<file path="src/rtl/cache_mem_arbiter_pkg.sv">
// cache_mem_arbiter_pkg: shared types and encodings for the cache/RAM arbiter.
package cache_mem_arbiter_pkg;
  typedef logic [31:0] word_t;
  localparam logic [1:0] FREE   = 2'd0;
  localparam logic [1:0] BUSY   = 2'd1;
  localparam logic [1:0] ACCESS = 2'd2;
  localparam logic [1:0] ERROR  = 2'd3;
  localparam logic [1:0] IDLE   = 2'd0;
  localparam logic [1:0] DGRANT = 2'd1;
  localparam logic [1:0] IGRANT = 2'd2;
  localparam logic INSTR = 1'b0;
  localparam logic DATA  = 1'b1;
endpackage

</file>
<file path="src/rtl/cache_mem_arbiter_if.sv">
// cache_mem_arbiter_if: cache request and RAM port bundle; slave is the arbiter side.
interface cache_mem_arbiter_if #(parameter int ADDR_W = 32, parameter int DATA_W = 32);
  logic              iREN;
  logic [ADDR_W-1:0] iaddr;
  logic              iwait;
  logic [DATA_W-1:0] iload;
  logic              dREN;
  logic              dWEN;
  logic [ADDR_W-1:0] daddr;
  logic [DATA_W-1:0] dstore;
  logic              dwait;
  logic [DATA_W-1:0] dload;
  logic              ramREN;
  logic              ramWEN;
  logic [ADDR_W-1:0] ramaddr;
  logic [DATA_W-1:0] ramstore;
  logic [DATA_W-1:0] ramload;
  logic [1:0]        ramstate;
  modport slave (
    input  iREN, iaddr, dREN, dWEN, daddr, dstore, ramload, ramstate,
    output iwait, iload, dwait, dload, ramREN, ramWEN, ramaddr, ramstore
  );
  modport master (
    output iREN, iaddr, dREN, dWEN, daddr, dstore, ramload, ramstate,
    input  iwait, iload, dwait, dload, ramREN, ramWEN, ramaddr, ramstore
  );
endinterface

</file>
<file path="src/rtl/cache_mem_arbiter.sv">
// cache_mem_arbiter: round-robin arbiter between icache and dcache onto a single RAM port.
module cache_mem_arbiter
  import cache_mem_arbiter_pkg::*;
#(
  parameter int ADDR_W   = 32,
  parameter int DATA_W   = 32,
  parameter int ERRCNT_W = 8
) (
  input  logic                CLK,
  input  logic                RST,
  cache_mem_arbiter_if.slave  bus,
  output logic [ERRCNT_W-1:0] err_count
);
  logic [1:0] st, nxt;
  logic last_grant, d_req, i_req, acc, grant_d, grant_i;
  always_comb begin
    d_req   = bus.dREN | bus.dWEN;
    i_req   = bus.iREN;
    acc     = bus.ramstate == ACCESS;
    grant_d = st == DGRANT && d_req;
    grant_i = st == IGRANT && i_req;
    nxt = st == IDLE ? (d_req && i_req ? (last_grant == INSTR ? DGRANT : IGRANT) :
                        d_req ? DGRANT : i_req ? IGRANT : IDLE) :
          (grant_d || grant_i) && !acc ? st : IDLE;
    // a withdrawn request drops the RAM enables in the same cycle
    bus.ramWEN   = grant_d && bus.dWEN;
    bus.ramREN   = (grant_d && !bus.dWEN) || grant_i;
    bus.ramaddr  = st == DGRANT ? bus.daddr : st == IGRANT ? bus.iaddr : {ADDR_W{1'b0}};
    bus.ramstore = bus.ramWEN ? bus.dstore : {DATA_W{1'b0}};
    bus.dload    = st == DGRANT ? bus.ramload : {DATA_W{1'b0}};
    bus.iload    = st == IGRANT ? bus.ramload : {DATA_W{1'b0}};
    bus.dwait    = !(grant_d && acc);
    bus.iwait    = !(grant_i && acc);
  end
  always_ff @(posedge CLK or posedge RST) begin
    if (RST) begin
      st         <= IDLE;
      last_grant <= INSTR;
      err_count  <= '0;
    end else begin
      st <= nxt;
      if (grant_d && acc) last_grant <= DATA;
      else if (grant_i && acc) last_grant <= INSTR;
      if ((bus.ramREN || bus.ramWEN) && bus.ramstate == ERROR && !(&err_count))
        err_count <= err_count + 1'b1;
    end
  end
endmodule

</file>
<file path="src/flat_wrapper.sv">
// flat-port wrapper written by rule: the top's interface ports become plain ports
module cache_mem_arbiter_flat import cache_mem_arbiter_pkg::*;
#(
  parameter int ADDR_W   = 32,
  parameter int DATA_W   = 32,
  parameter int ERRCNT_W = 8
)
  (CLK, RST, err_count, bus_iREN, bus_iaddr, bus_dREN, bus_dWEN, bus_daddr, bus_dstore, bus_ramload, bus_ramstate, bus_iwait, bus_iload, bus_dwait, bus_dload, bus_ramREN, bus_ramWEN, bus_ramaddr, bus_ramstore);
  cache_mem_arbiter_if #(.ADDR_W(ADDR_W), .DATA_W(DATA_W)) bus_i ();
  input  logic CLK;
  input  logic RST;
  output logic [ERRCNT_W-1:0] err_count;
  input wire logic [$bits(bus_i.iREN)-1:0] bus_iREN;
  input wire logic [$bits(bus_i.iaddr)-1:0] bus_iaddr;
  input wire logic [$bits(bus_i.dREN)-1:0] bus_dREN;
  input wire logic [$bits(bus_i.dWEN)-1:0] bus_dWEN;
  input wire logic [$bits(bus_i.daddr)-1:0] bus_daddr;
  input wire logic [$bits(bus_i.dstore)-1:0] bus_dstore;
  input wire logic [$bits(bus_i.ramload)-1:0] bus_ramload;
  input wire logic [$bits(bus_i.ramstate)-1:0] bus_ramstate;
  output wire logic [$bits(bus_i.iwait)-1:0] bus_iwait;
  output wire logic [$bits(bus_i.iload)-1:0] bus_iload;
  output wire logic [$bits(bus_i.dwait)-1:0] bus_dwait;
  output wire logic [$bits(bus_i.dload)-1:0] bus_dload;
  output wire logic [$bits(bus_i.ramREN)-1:0] bus_ramREN;
  output wire logic [$bits(bus_i.ramWEN)-1:0] bus_ramWEN;
  output wire logic [$bits(bus_i.ramaddr)-1:0] bus_ramaddr;
  output wire logic [$bits(bus_i.ramstore)-1:0] bus_ramstore;
  assign bus_i.iREN = bus_iREN;
  assign bus_i.iaddr = bus_iaddr;
  assign bus_i.dREN = bus_dREN;
  assign bus_i.dWEN = bus_dWEN;
  assign bus_i.daddr = bus_daddr;
  assign bus_i.dstore = bus_dstore;
  assign bus_i.ramload = bus_ramload;
  assign bus_i.ramstate = bus_ramstate;
  assign bus_iwait = bus_i.iwait;
  assign bus_iload = bus_i.iload;
  assign bus_dwait = bus_i.dwait;
  assign bus_dload = bus_i.dload;
  assign bus_ramREN = bus_i.ramREN;
  assign bus_ramWEN = bus_i.ramWEN;
  assign bus_ramaddr = bus_i.ramaddr;
  assign bus_ramstore = bus_i.ramstore;
  cache_mem_arbiter #(.ADDR_W(ADDR_W), .DATA_W(DATA_W), .ERRCNT_W(ERRCNT_W)) u_core (.CLK(CLK), .RST(RST), .bus(bus_i), .err_count(err_count));
endmodule
</file>
<file path="config.mk">
export PLATFORM = sky130hd
export DESIGN_NAME = cache_mem_arbiter_flat
export DESIGN_NICKNAME = d
export VERILOG_FILES = /design/src/rtl/cache_mem_arbiter_pkg.sv /design/src/rtl/cache_mem_arbiter_if.sv /design/src/rtl/cache_mem_arbiter.sv /design/src/flat_wrapper.sv
export SDC_FILE = /design/constraint.sdc
export NUM_CORES = 1
export LEC_CHECK = 0
export CORE_AREA = 2 2 108 110
export DETAILED_ROUTE_END_ITERATION = 8
export DIE_AREA = 0 0 110 112
export GPL_TIMING_DRIVEN = 0
export PLACE_DENSITY = 0.66
export SYNTH_ARGS = -nofsm -noshare
export SYNTH_HDL_FRONTEND = slang
export SYNTH_SLANG_ARGS = --single-unit
</file>
<file path="constraint.sdc">
create_clock -name CLK -period 3.8 [get_ports CLK]
set_clock_uncertainty 0.2 [all_clocks]
set_input_delay 0.57 -clock CLK [delete_from_list [all_inputs] [get_ports CLK]]
set_output_delay 0.57 -clock CLK [all_outputs]
set_load 0.01 [all_outputs]
</file>
==> metrics.md <==
| Metric | Value |
|---|---|
| Cell area after synthesis | `1640 um^2` |
| Relative slew slack | `72.0%` |
| CTS buffer count | `3` |
| Distinct cells, synth | `32` |
| Min cycle time layout | `3200 ps` |
| Area fraction of the dominant cell type after synthesis | `25.6%` |
| ANT nets after route | `0` |
| Hold Vio Cnt, Final | `0` |
| Max-cap violations | `0` |
| # rows | `39` |
| Data arrival time of the critical path | `2430 ps` |
| Initial Util | `14.7%` |
| Placed Cells | `635` |
| Total Routed Length | `10200 um` |
| PwrDens | `319 nW/um^2` |
| Antenna violations before repair | `1` |
| Min-delay worst type | `reg -> reg` |
| DRC | `0` |
| RSZ-0062 raised after global routing | `false` |
| Sequential area share after synthesis | `16.8%` |
| Ys flop type | `dfrtp_1` |
| Syn_area_per_cell | `7.52 um^2` |
| Vias per cell | `4.23` |
| Total clock sinks | `11` |
| Syn Inst Count | `approximately 220` |
| Max Freq | `roughly 310 MHz` |
| # hold bufs at CTS | `0` |
| Setup TNS | `0 ps` |
| Clock latency on the worst-skew pair | `between 200 and 250 ps` |
| Max-slew violations | `0` |
| Port Buf Inserts | `274` |
| Critical path endpoint category | `primary output` |
| Fin crit share | `a little over four fifths` |
| CTS resizes | `0` |
| Drt pass-1 iters | `6` |
| Synth area leader | `and2_1` |
| Final setup violation count | `0` |
| Yosys reg bits | `11` |
| Maximum buffer depth of the clock tree | `2` |
| Simple-gate share of the synthesized area | `49.8%` |
| Worst Setup Path Type | `in -> out` |
| GP Congestion | `0.940` |
| Syn Nets | `between 300 and 400` |
| Gr usage total | `15.0%` |
| Fill count | `1172` |
| Final Non-Filler Cells | `639` |
| Xor and xnor area share after synthesis | `about 2.1%` |
| Fin nets | `633` |
| Final HPWL DP | `between 8000 and 9000 um` |
| Synth Area in Adders | `0.763%` |
| CP max FO | `10` |
| Layout cells sized above 1 | `around 4.2%` |
| Die X | `110 um` |
| H-tree depth | `1` |
| Largest family of logic cells by synthesized area | `simple AND/OR/NAND/NOR gates` |
| IO Count | `275` |
| WL per Instance | `16.0 um` |
| Worst setup SP type | `primary input` |
| Post-synth EDFFs | `0` |
| First-pass GRT wire length | `14200 um` |
| Setup Buffers After CTS | `0` |
| CTS tree | `done` |
| 1st-iter DRT viols | `75` |
| Status | `complete, no violations` |
| Area growth syn-to-layout | `183%` |
| Leak pwr | `around 0.0019 uW` |
| Die height | `112 um` |
| Core region area | `11200 um^2` |
| Synth Area in Compound Gates | `20.8%` |
| Detailed-route via count | `about 2.7k` |
| Vias in the first global route | `between 2k and 3k` |
| Die ar. | `about 12000 um^2` |
| Total congestion overflow | `0` |
| Worst Path Required | `3030 ps` |
| Mux cell area share after synthesis | `between 2 and 2.5%` |
| # diodes | `0` |
| Cells taking the most area after synthesis | `and2_1, a22o_1, dfrtp_1` |
| Worst IR Drop VDD | `0.331 mV` |
| Synth async-reset ratio | `100%` |
| Tightest Pin Transition | `421 ps` |
| Clk slew on worst S/H paths | `approximately 40 ps` |
| Root buffer cell | `clkbuf_16` |
| Syn. warnings | `0` |
| Largest net degree at the start of global routing | `12` |
==> critical path, stage by stage <==
cell and delay (ps):
clkdlybuf4s50_1 700, clkbuf_1 370, and3_1 220, clkdlybuf4s50_1 560
==> through the flow <==
stage	util (%)	hold WS [ps]	instance area, um^2	total power, uW	worst slack [ps]
2_1_floorplan	-	222	1640	633	1800
3_3_place_gp	40.8	330	4560	1290	532
3_5_place_dp	40.8	336	4560	1300	535
4_1_cts	41.5	347	4640	1500	530
5_1_grt	41.5	372	4640	1580	494
6_report	41.5	343	4640	1480	596
==> state kept, by name, indices dropped and copies added, names as in the netlist <==
signal / flops
u_core.err_count: 8
u_core.last_grant: 1
u_core.st: 2
==> worst paths after layout <==
| check | start | endpoint | slack, ps | cells after the start |
|---|---|---|---|---|
| min in group asynchronous | RST | u_core.err_count[1] | 420 | 2 |
| max reg2reg | u_core.err_count[0] | u_core.err_count[1] | 1950 | 5 |
| max in group asynchronous | RST | u_core.st[1] | 2690 | 2 |
| min | u_core.err_count[3] | u_core.err_count[3] | 340 | 1 |
| min reg2reg | u_core.err_count[3] | u_core.err_count[3] | 340 | 1 |
| max | bus_dWEN | bus_ramstore[14] | 600 | 4 |
==> cell usage after synthesis, types with 2 or more instances <==
library cell / instances
inv_1: 2
buf_2: 5
nor2b_1: 4
nor3_1: 2
clkbuf_1: 11
a22o_1: 32
nand2_1: 6
buf_4: 4
a21oi_1: 2
nand4_1: 5
xnor2_1: 4
nor2_1: 4
o21ai_0: 2
mux2_1: 2
and2_1: 67
nand3_1: 5
dfrtp_1: 11
and3_1: 35
clkbuf_2: 2
==> cells in the final DEF, fill, tap and decap left out, types with 2 or more instances in the layout <==
cell type and n:
buf_2 5, a21oi_1 2, clkbuf_2 2, dfrtp_1 11, nor2_1 4, clkbuf_16 3
and3_1 35, inv_1 2, clkbuf_1 12, o21ai_0 2, nand3_1 5, mux2_1 2
nand2_1 6, and2_1 67, nor2b_1 4, nor3_1 2, buf_4 4, nand4_1 5
xnor2_1 4, clkdlybuf4s50_1 274, a22o_1 32
==> layout make-up <==
type                            instances  area, um^2  area share (%)
Inverter                                2        7.51           0.162
Tap cell                              143         179            3.86
Buffer                                 23         118            2.54
Multi-Input combinational cell        182        1240            26.7
Sequential cell                        11         275            5.93
Clock buffer                            4        78.8            1.70
Timing Repair Buffer                  274        2740            59.1
==> metal layers <==
metal | wire length [um] | part of all wire, % | up-vias | GRT usage (%)
li1 | - | - | 1332 | -
met1 | 3800 | 37 | 1216 | 16.2
met2 | 5130 | 50 | 146 | 27.8
met3 | 1200 | 12 | 7 | 5.50
met4 | 85 | 0.83 | 2 | 2.11
met5 | 13 | 0.13 | - | 0
==> kinds of logic after synthesis <==
kind of cell | Yosys count
adders and majority gates | 1
buffers and inverters | 25
AOI/OAI and AO/OA | 40
muxes | 3
and+or+nand+nor | 134
DFF | 11
xor gates and xnor gates | 4
==> power by group <==
part | total [uW] | switching (uW) | internal, uW
combinational | 1090 | 439 | 654
clock | 193 | 52.4 | 141
sequential | 192 | 42.9 | 149
total | 1480 | 534 | 944
Note: power is estimated with default switching activity, not from simulation.
